### src/rtl/kyber_codec_pkg.sv
// Shared constants, FSM state encoding and frame sizing for the coefficient codec blocks.
package kyber_codec_pkg;

   localparam int MAX_ELL    = 12;
   localparam int NUM_COEFFS = 256;
   localparam int Q          = 3329;
   localparam int ELL_W      = 4;
   localparam int BYTES_W    = 9;

   typedef enum logic [1:0] {
      IDLE  = 2'd0,
      RUN   = 2'd1,
      DRAIN = 2'd2
   } state_t;

   // A frame of 256 ell-bit coefficients occupies exactly 32*ell bytes.
   function automatic logic [BYTES_W-1:0] frame_bytes(input logic [ELL_W-1:0] ell);
      return {ell, 5'b0_0000};
   endfunction

endpackage

### src/rtl/byte_decode_stream_bit_buffer.sv
// LSB-first bit accumulator: bytes enter at the current fill level, coefficients leave from bit 0.
// Single-cycle update; push and pop may coincide, the byte then lands at cnt-ell.
module bit_buffer #(
   parameter int MAX_W = kyber_codec_pkg::MAX_ELL,
   parameter int BUF_W = MAX_W + 8,
   parameter int CNT_W = $clog2(BUF_W + 1)
) (
   input  logic             clk,
   input  logic             rst_n,
   input  logic             clear_i,
   input  logic             push_i,
   input  logic [7:0]       push_dat_i,
   input  logic             pop_i,
   input  logic [3:0]       ell_i,
   output logic [MAX_W-1:0] head_o,
   output logic [CNT_W-1:0] cnt_o
);

   logic [BUF_W-1:0] buf_q, buf_d, shifted;
   logic [CNT_W-1:0] cnt_q, cnt_d, base;

   always_comb begin
      shifted = buf_q;
      base    = cnt_q;
      if (pop_i) begin
         shifted = buf_q >> ell_i;
         base    = cnt_q - CNT_W'(ell_i);
      end
      buf_d = shifted;
      cnt_d = base;
      // Bits at and above the fill level are always zero, so OR-ing the byte in is safe.
      if (push_i) begin
         buf_d = shifted | (BUF_W'(push_dat_i) << base);
         cnt_d = base + CNT_W'(8);
      end
      if (clear_i) begin
         buf_d = '0;
         cnt_d = '0;
      end
   end

   always_ff @(posedge clk or negedge rst_n) begin
      if (!rst_n) begin
         buf_q <= '0;
         cnt_q <= '0;
      end else begin
         buf_q <= buf_d;
         cnt_q <= cnt_d;
      end
   end

   assign head_o = buf_q[MAX_W-1:0];
   assign cnt_o  = cnt_q;

endmodule

### src/rtl/byte_decode_stream.sv
// Streaming byte-to-coefficient decoder with per-frame width ell and optional mod-Q reduction.
// Registered output stage; bytes are refused until the buffer holds fewer than ell bits.
module byte_decode_stream #(
   parameter int MAX_ELL    = kyber_codec_pkg::MAX_ELL,
   parameter int NUM_COEFFS = kyber_codec_pkg::NUM_COEFFS,
   parameter int Q          = kyber_codec_pkg::Q
) (
   input  logic               clk,
   input  logic               rst_n,
   input  logic               start,
   input  logic [3:0]         ell,
   input  logic               reduce_en,
   input  logic               in_valid,
   input  logic [7:0]         in_data,
   output logic               in_ready,
   output logic               out_valid,
   output logic [MAX_ELL-1:0] out_coeff,
   output logic               out_last,
   input  logic               out_ready,
   output logic               busy,
   output logic               done,
   output logic               err
);
   import kyber_codec_pkg::*;

   localparam int BUF_W = MAX_ELL + 8;
   localparam int CNT_W = $clog2(BUF_W + 1);
   localparam int CF_W  = $clog2(NUM_COEFFS + 1);
   localparam logic [MAX_ELL:0]   ONE = (MAX_ELL + 1)'(1);
   localparam logic [MAX_ELL-1:0] QV  = MAX_ELL'(Q);

   state_t             state_q, state_d;
   logic [3:0]         ell_q, ell_d;
   logic               reduce_q, reduce_d;
   logic [8:0]         bytes_left_q, bytes_left_d;
   logic [CF_W-1:0]    coeffs_left_q, coeffs_left_d;
   logic               out_vld_q, out_vld_d;
   logic [MAX_ELL-1:0] coeff_q, coeff_d;
   logic               last_q, last_d;
   logic               done_q, done_d;
   logic               err_q, err_d;

   logic [MAX_ELL-1:0] head, raw, reduced;
   logic [MAX_ELL:0]   mask_w;
   logic [CNT_W-1:0]   cnt;
   logic               legal, accept, extract, out_hs, clear;

   assign legal    = (ell != 4'd0) && (ell <= 4'(MAX_ELL));
   assign clear    = (state_q == IDLE) && start && legal;
   assign in_ready = (state_q == RUN) && (bytes_left_q != 9'd0) && (cnt < CNT_W'(ell_q));
   assign accept   = in_valid && in_ready;
   assign out_hs   = out_vld_q && out_ready;
   assign extract  = (state_q != IDLE) && (coeffs_left_q != '0)
                     && (cnt >= CNT_W'(ell_q)) && (!out_vld_q || out_ready);

   // Raw value is below 2Q for every legal width, so one conditional subtract reduces fully.
   assign mask_w  = (ONE << ell_q) - ONE;
   assign raw     = head & mask_w[MAX_ELL-1:0];
   assign reduced = (reduce_q && (raw >= QV)) ? (raw - QV) : raw;

   bit_buffer #(
      .MAX_W (MAX_ELL),
      .BUF_W (BUF_W),
      .CNT_W (CNT_W)
   ) u_bit_buffer (
      .clk        (clk),
      .rst_n      (rst_n),
      .clear_i    (clear),
      .push_i     (accept),
      .push_dat_i (in_data),
      .pop_i      (extract),
      .ell_i      (ell_q),
      .head_o     (head),
      .cnt_o      (cnt)
   );

   always_comb begin
      state_d       = state_q;
      ell_d         = ell_q;
      reduce_d      = reduce_q;
      bytes_left_d  = bytes_left_q;
      coeffs_left_d = coeffs_left_q;
      out_vld_d     = out_vld_q;
      coeff_d       = coeff_q;
      last_d        = last_q;
      done_d        = 1'b0;
      err_d         = 1'b0;

      if (extract) begin
         out_vld_d     = 1'b1;
         coeff_d       = reduced;
         last_d        = (coeffs_left_q == CF_W'(1));
         coeffs_left_d = coeffs_left_q - CF_W'(1);
      end else if (out_hs) begin
         out_vld_d = 1'b0;
         last_d    = 1'b0;
      end

      if (accept) begin
         bytes_left_d = bytes_left_q - 9'd1;
      end

      case (state_q)
         IDLE: begin
            if (start) begin
               if (legal) begin
                  state_d       = RUN;
                  ell_d         = ell;
                  reduce_d      = reduce_en;
                  bytes_left_d  = frame_bytes(ell);
                  coeffs_left_d = CF_W'(NUM_COEFFS);
               end else begin
                  err_d = 1'b1;
               end
            end
         end
         RUN: begin
            if (accept && (bytes_left_q == 9'd1)) begin
               state_d = DRAIN;
            end
         end
         DRAIN: begin
            if (out_hs && last_q) begin
               state_d = IDLE;
               done_d  = 1'b1;
            end
         end
         default: state_d = IDLE;
      endcase
   end

   always_ff @(posedge clk or negedge rst_n) begin
      if (!rst_n) begin
         state_q       <= IDLE;
         ell_q         <= '0;
         reduce_q      <= 1'b0;
         bytes_left_q  <= '0;
         coeffs_left_q <= '0;
         out_vld_q     <= 1'b0;
         coeff_q       <= '0;
         last_q        <= 1'b0;
         done_q        <= 1'b0;
         err_q         <= 1'b0;
      end else begin
         state_q       <= state_d;
         ell_q         <= ell_d;
         reduce_q      <= reduce_d;
         bytes_left_q  <= bytes_left_d;
         coeffs_left_q <= coeffs_left_d;
         out_vld_q     <= out_vld_d;
         coeff_q       <= coeff_d;
         last_q        <= last_d;
         done_q        <= done_d;
         err_q         <= err_d;
      end
   end

   // Every frame consumes its bytes exactly, so leftover bits at done mean a counting bug.
   always @(posedge clk) begin
      if (rst_n && done_q) begin
         assert (cnt == '0);
      end
   end

   assign out_valid = out_vld_q;
   assign out_coeff = coeff_q;
   assign out_last  = last_q;
   assign busy      = (state_q != IDLE);
   assign done      = done_q;
   assign err       = err_q;

endmodule

### config.mk
export PLATFORM = sky130hd
export DESIGN_NAME = byte_decode_stream
export DESIGN_NICKNAME = d
export VERILOG_FILES = /design/src/rtl/kyber_codec_pkg.sv /design/src/rtl/byte_decode_stream_bit_buffer.sv /design/src/rtl/byte_decode_stream.sv
export SDC_FILE = /design/constraint.sdc
export NUM_CORES = 1
export LEC_CHECK = 0
export BUFFER_PORTS_ARGS = -buffer_cell sky130_fd_sc_hd__buf_4
export CAP_MARGIN = 20
export CORE_ASPECT_RATIO = 0.6
export CORE_MARGIN = 2
export CORE_UTILIZATION = 40
export DETAILED_ROUTE_END_ITERATION = 16
export PLACE_DENSITY = 0.55
export RECOVER_POWER = 100
export REMOVE_ABC_BUFFERS = 1
export SLEW_MARGIN = 0
export SYNTH_ARGS = -nofsm -noshare
export SYNTH_HDL_FRONTEND = slang
export SYNTH_HIERARCHICAL = 1
export SYNTH_SLANG_ARGS = --single-unit
### constraint.sdc
create_clock -name clk -period 4.5 [get_ports clk]
set_input_delay 0.225 -clock clk [delete_from_list [all_inputs] [get_ports clk]]
set_output_delay 0.225 -clock clk [all_outputs]
set_load 0.02 [all_outputs]
==> results.toml, run 1 <==
[clock_network]
clkTransAtPathRegs_ps = 60
cts_root_buf = "clkbuf_16"
hold_buffers = 0
cts_resized = 0
post-cts-setup-buffers = 0
clock_latency_ps = 330
numCtsBuffers = 9
cts.path.max_buffers = 2
cts.sinks = 66
h-tree-depth = 3
cts_tree = "done"

[routing]
wl_per_cell_um = 18.9
drt_iter0_drc = 431
highest_layer = "met4"
drt_wl_total_um = 15100
wl_met1_um = 7410
vias = 4876
wl_met2_um = 6170
dr.pass1.iters = 5
ant_nets = 0
route.detailed.drc = 0
viasPerCell = 6.11
dr_wl_met3_um = 1400

[run_status]
violations = "capacitance limit, slew limit"
status = "complete, but fails checks"

[timing]
max_freq_mhz = 249
rsz0062_at_grt = "false"
drv_slew = 67
tightest_slew_ps = 3650
fin_skew_ps = 6.43
report.final.setup_viol = 0
max_slew_margin_pct = -143
hold_viol_final = 0
min_period_ps = 4020
period_share_pct = 89.3

[synth]
synth_area_mm2 = 0.00551
seq_area_frac_synth_pct = 30.0
synth.distinct_cells = 85
yosysTopAreaCellShare_pct = 30.0
ys.flop_type = "dfrtp_1"
synth-async-reset-ratio_pct = 100
ys_ff_latch = 66
synth_area_leaders = "dfrtp_1, mux4_2, nand2_1, mux2i_1, ha_1"
synthCells = 612
synth_top_cell_by_area = "dfrtp_1"
synth_edf_count = 0
yosys_warnings = 6
synth_area_per_cell_um2 = 9.00

[setup_path]
worst_setup_path_start_kind = "register"
critPathBufInv = 4
critical_path.max_fanout = 35
endpoint_kind = "register"
cpPeakStageDelay_ps = 620
worstPathRequired_ps = 4770
crit_slowest_cell = "or4b_2"
cp_cell_sequence = "inv_1 > ha_1 > or4b_2 > o211a_1 > nand2_1 > clkinv_1 > buf_4 > nand2b_1 > o311a_1 > nand3_1 > clkbuf_1 > nand3b_1 > o41ai_1 > a21o_1"
arrival_ps = 4290
critical_path_class = "reg -> reg"
critical-path-top-delay-family = "simple AND/OR/NAND/NOR gates"

[grt]
grt_max_degree = 67
grt_pass1_wl_um = 24700
first_global_vias = 4438
antenna_found_initial = 0
grt_use_total_pct = 21.4
grt.overflow.total = 0

[layout]
layout_commonest_cell = "dfrtp_1"
fin_nets = 652
final_cell_mix = "dfrtp_1, nand2_1, nor2_1"
antennaDiodeCount = 0
area_growth_pct = 8.40
design_area_mm2 = 0.00597
layout-drive-gt1-share_pct = 14.9

[floorplanning]
core_area_mm2 = 0.0135
die-height_um = 94.9
num_rows = 33
dieArea_mm2 = 0.0148
start_util_pct = 40.7
die_width_um = 156
ioPinCount = 36

[hold_path]
hp-class = "in -> reg"

[placement]
port_buffers = 35
hpwl_um = 11000
globalplace.congestion = 0.905
placedInstanceArea_mm2 = 0.00574

[run]
cap_violations = 1
## metrics by stage
stage / setup WS, ps / hold slack [ps] / std cells / utilization [%] / setup TNS, ps
global placement: 784 / 393 / 782 / 42.4 / 0
finish: 481 / 107 / 798 / 44.1 / 0
CTS: 702 / 57.4 / 798 / 44.8 / 0
detailed placement: 721 / 409 / 782 / 42.4 / 0
global route: 214 / 117 / 798 / 44.1 / 0
floorplan: -417 / -70.6 / 560 / - / -2800
## state kept, by name, indices dropped and copies added, names as in the netlist
| signal | count |
|---|---|
| bytes_left_q | 9 |
| coeffs_left_q | 9 |
| done | 1 |
| ell_q | 4 |
| err | 1 |
| out_coeff | 12 |
| out_last | 1 |
| out_valid | 1 |
| reduce_q | 1 |
| state_q | 2 |
| u_bit_buffer/buf_q | 20 |
| u_bit_buffer/cnt_o | 5 |
## cells in the mapped netlist (7+ instances only)
| cell type | number |
|---|---|
| a21oi_1 | 35 |
| nand2b_1 | 13 |
| nand3_1 | 24 |
| or4_1 | 7 |
| a31oi_1 | 14 |
| o21ai_0 | 24 |
| ha_1 | 15 |
| a211oi_1 | 8 |
| buf_2 | 11 |
| clkbuf_1 | 14 |
| mux2i_1 | 20 |
| nand2_1 | 57 |
| nor4_1 | 8 |
| nor2_1 | 50 |
| or3_1 | 7 |
| xnor2_1 | 10 |
| xor2_1 | 9 |
| nand3b_1 | 7 |
| mux2_2 | 9 |
| dfrtp_1 | 66 |
| nor3_1 | 15 |
| mux4_2 | 19 |
| o211ai_1 | 10 |
| buf_4 | 17 |
| inv_1 | 22 |
## per-layer routing
layer	global-route usage, %	vias to the layer above
li1	-	2276
met1	33.2	2365
met2	29.5	227
met3	5.78	8
met4	3.59	0
met5	0	-
## cells by family after synthesis
kind of cell,synth area share (%)
AND/OR/NAND/NOR,22.8
AO/OA/AOI/OAI,19.0
buffers and inverters,7.84
flip-flops,30.0
multiplexers,13.2
XOR/XNOR,3.32
adder cells (fa/ha/maj),3.77
## worst min-delay path, cell delays in order
cell and delay [ps]:
buf_4 80, nand2_1 50, nand2_1 50
## worst paths after layout
check / to / start / cells after the start / slack [ps]
max: u_bit_buffer/buf_q[8] / coeffs_left_q[1] / 14 / 480
min: reduce_q / reduce_en / 3 / 110
max reg2reg: u_bit_buffer/buf_q[8] / coeffs_left_q[1] / 14 / 480
min reg2reg: out_coeff[2] / out_coeff[2] / 2 / 490
max in group asynchronous: u_bit_buffer/buf_q[2] / rst_n / 1 / 1300
min in group asynchronous: out_coeff[7] / rst_n / 1 / 1130
## layout make-up
| class | instances | area (µm²) |
|---|---|---|
| clock inverter | 6 | 88.8 |
| inverter | 25 | 93.8 |
| clock buffer | 10 | 239 |
| multi-input combinational | 469 | 3410 |
| fill | 1322 | 7570 |
| tap | 175 | 219 |
| timing repair buffer | 47 | 267 |
| sequential | 66 | 1650 |
Power of run 1 is left out: the tool's default activity adds up to more than one toggle a clock period on the data nets, which glitch-free logic cannot reach.
==> run 2, diff against run 1 <==
--- a/config.mk
+++ b/config.mk
@@ -5,6 +5,7 @@
 export SDC_FILE = /design/constraint.sdc
 export NUM_CORES = 1
 export LEC_CHECK = 0
+export ABC_AREA = 1
 export BUFFER_PORTS_ARGS = -buffer_cell sky130_fd_sc_hd__buf_4
 export CAP_MARGIN = 20
 export CORE_ASPECT_RATIO = 0.6
==> results.toml, run 2 <==
[setup_path]
arrival_ps = 4260
critical_path.max_fanout = 17
worst_setup_path_start_kind = "register"
endpoint_kind = "register"
critical_path_class = "reg -> reg"
worstPathRequired_ps = 4740

[routing]
drt_wl_total_um = 16500
viasPerCell = 5.39
drt_iter0_drc = 526
dr.pass1.iters = 5
route.detailed.drc = 0
ant_nets = 0
vias = 5672
wl_per_cell_um = 15.7

[clock_network]
cts_root_buf = "clkbuf_16"
clock_latency_ps = 340
cts_tree = "done"
clkTransAtPathRegs_ps = 60
post-cts-setup-buffers = 0
cts_resized = 0
h-tree-depth = 3
hold_buffers = 0
cts.sinks = 66
cts.path.max_buffers = 2
numCtsBuffers = 9

[timing]
tightest_slew_ps = 3660
report.final.setup_viol = 0
rsz0062_at_grt = "false"
max_freq_mhz = 249
tns_ps = 0
period_share_pct = 89.3
hold_viol_final = 0
max_slew_margin_pct = -144
drv_slew = 81
min_period_ps = 4020
final.setup.worst_slack_ps = 483
fin_skew_ps = 9.31

[layout]
layout_commonest_cell = "nand2_1"
regArea_mm2 = 0.00165
layout-drive-gt1-share_pct = 8.67
multi_input_area_mm2 = 0.00328
regMostFlops = "u_bit_buffer/buf_q"
antennaDiodeCount = 0
fillCellCount = 1462
fin_cells = 1052
fin_nets = 906
final_cell_mix = "nand2_1, nand3_1, inv_1"
largest_reg_flops = 20
area_growth_pct = 8.96

[synth]
synth_xor_area_share_pct = 2.53
seq_area_frac_synth_pct = 29.9
synth_area_per_cell_um2 = 6.44
synth_top_cell_by_area = "dfrtp_1"
yosys.area_share.adder_pct = 3.75
synth_edf_count = 0
synth_area_mm2 = 0.00553
synthMuxAreaShare_pct = 0
ys.flop_type = "dfrtp_1"
yosysMostFrequentCell = "nand2_1"
synth_area_leaders = "dfrtp_1, nand2_1, nand3_1, inv_1, nor2_1"
synth_common_cells = "nand2_1, nand3_1, inv_1"
synth_top_family_by_area = "simple AND/OR/NAND/NOR gates"
synth-compound-area-share_pct = 9.45
synthCells = 859
synth-async-reset-ratio_pct = 100
synth_simple_gate_area_share_pct = 44.0
ys_ff_latch = 66
synth.distinct_cells = 44
yosys_warnings = 6
yosysTopAreaCellShare_pct = 29.9

[floorplanning]
num_rows = 33
die_width_um = 156
die-height_um = 95.1
start_util_pct = 40.7
core_area_mm2 = 0.0136
dieArea_mm2 = 0.0148
ioPinCount = 36

[placement]
port_buffers = 35
globalplace.congestion = 0.936
hpwl_um = 12300
dp_slack_ps = 648
numPlacedInstances = 1035

[grt]
grt_pass1_wl_um = 27200
first_global_vias = 5246
antenna_found_initial = 0
grt_use_total_pct = 23.3
grt.overflow.total = 0
grt_max_degree = 67

[run_status]
status = "complete, but fails checks"
violations = "capacitance limit, slew limit"

[run]
cap_violations = 2

[hold_path]
hp-class = "in -> reg"
==> run 2: cell types whose count changed after synthesis, moves of 9 or more <==
cell / before / now
nand2_1: 57 / 271
nor3_1: 15 / 3
nand2b_1: 13 / 0
inv_1: 22 / 79
a31oi_1: 14 / 2
o21ai_0: 24 / 37
nand3_1: 24 / 154
mux4_2: 19 / 0
nor2_1: 50 / 60
mux2i_1: 20 / 0
mux2_2: 9 / 0
==> run 2: path summary, 6_finish.rpt <==
kind / end / slack, ps / from / cells past startpoint
max in group asynchronous: u_bit_buffer/buf_q[19] / 1300 / rst_n / 1
min: reduce_q / 100 / reduce_en / 3
min reg2reg: out_coeff[8] / 480 / out_coeff[8] / 2
min in group asynchronous: coeffs_left_q[4] / 1140 / rst_n / 1
max reg2reg: u_bit_buffer/buf_q[0] / 480 / ell_q[3] / 15
max: u_bit_buffer/buf_q[0] / 480 / ell_q[3] / 15
==> run 2: stage by stage <==
step	instance area [µm²]	hold slack [ps]	util, %
floorplan	5290	-70.6	-
detailed placement	5830	403	42.9
global placement	5830	401	42.9
CTS	6130	38.4	45.1
finish	6030	105	44.4
global route	6030	106	44.4
==> run 2: cell families (layout without fill, tap and decap cells) <==
group,Yosys count,count (layout)
and+or+nand+nor,540,540
adders and majority gates,16,16
AOI/OAI and AO/OA,93,93
DFF,66,66
xor gates and xnor gates,16,16
buffers and inverters,128,146
==> run 2: critical path, cell delays in order (launching register included) <==
cell and delay (ps):
dfrtp_1 370, inv_1 120, ha_1 260, nand4_1 110, o21ai_0 80, a21oi_1 180
o21ai_0 140, nand2_1 120, inv_1 60, nand2_2 260, clkinv_1 440, o21ai_2 730
inv_4 190, nor3_1 410, nand3_1 220, a21oi_1 210
==> run 2: final cells by class <==
| type | count | area share (%) |
|---|---|---|
| Clock buffer | 9 | 3.74 |
| Tap cell | 175 | 3.63 |
| Inverter | 87 | 5.46 |
| Clock inverter | 7 | 1.29 |
| Timing Repair Buffer | 43 | 4.03 |
| Sequential cell | 66 | 27.4 |
| Multi-Input combinational cell | 665 | 54.5 |
==> run 2: routing by layer <==
metal | up-vias | track usage (%) | part of all wire [%]
met4 | 0 | 6.27 | 1.4
met1 | 2612 | 36.4 | 52
met2 | 221 | 32.4 | 39
met3 | 22 | 4.36 | 7.8
li1 | 2817 | - | -
met5 | - | 0 | 0
Power of run 2 is left out for the same reason.
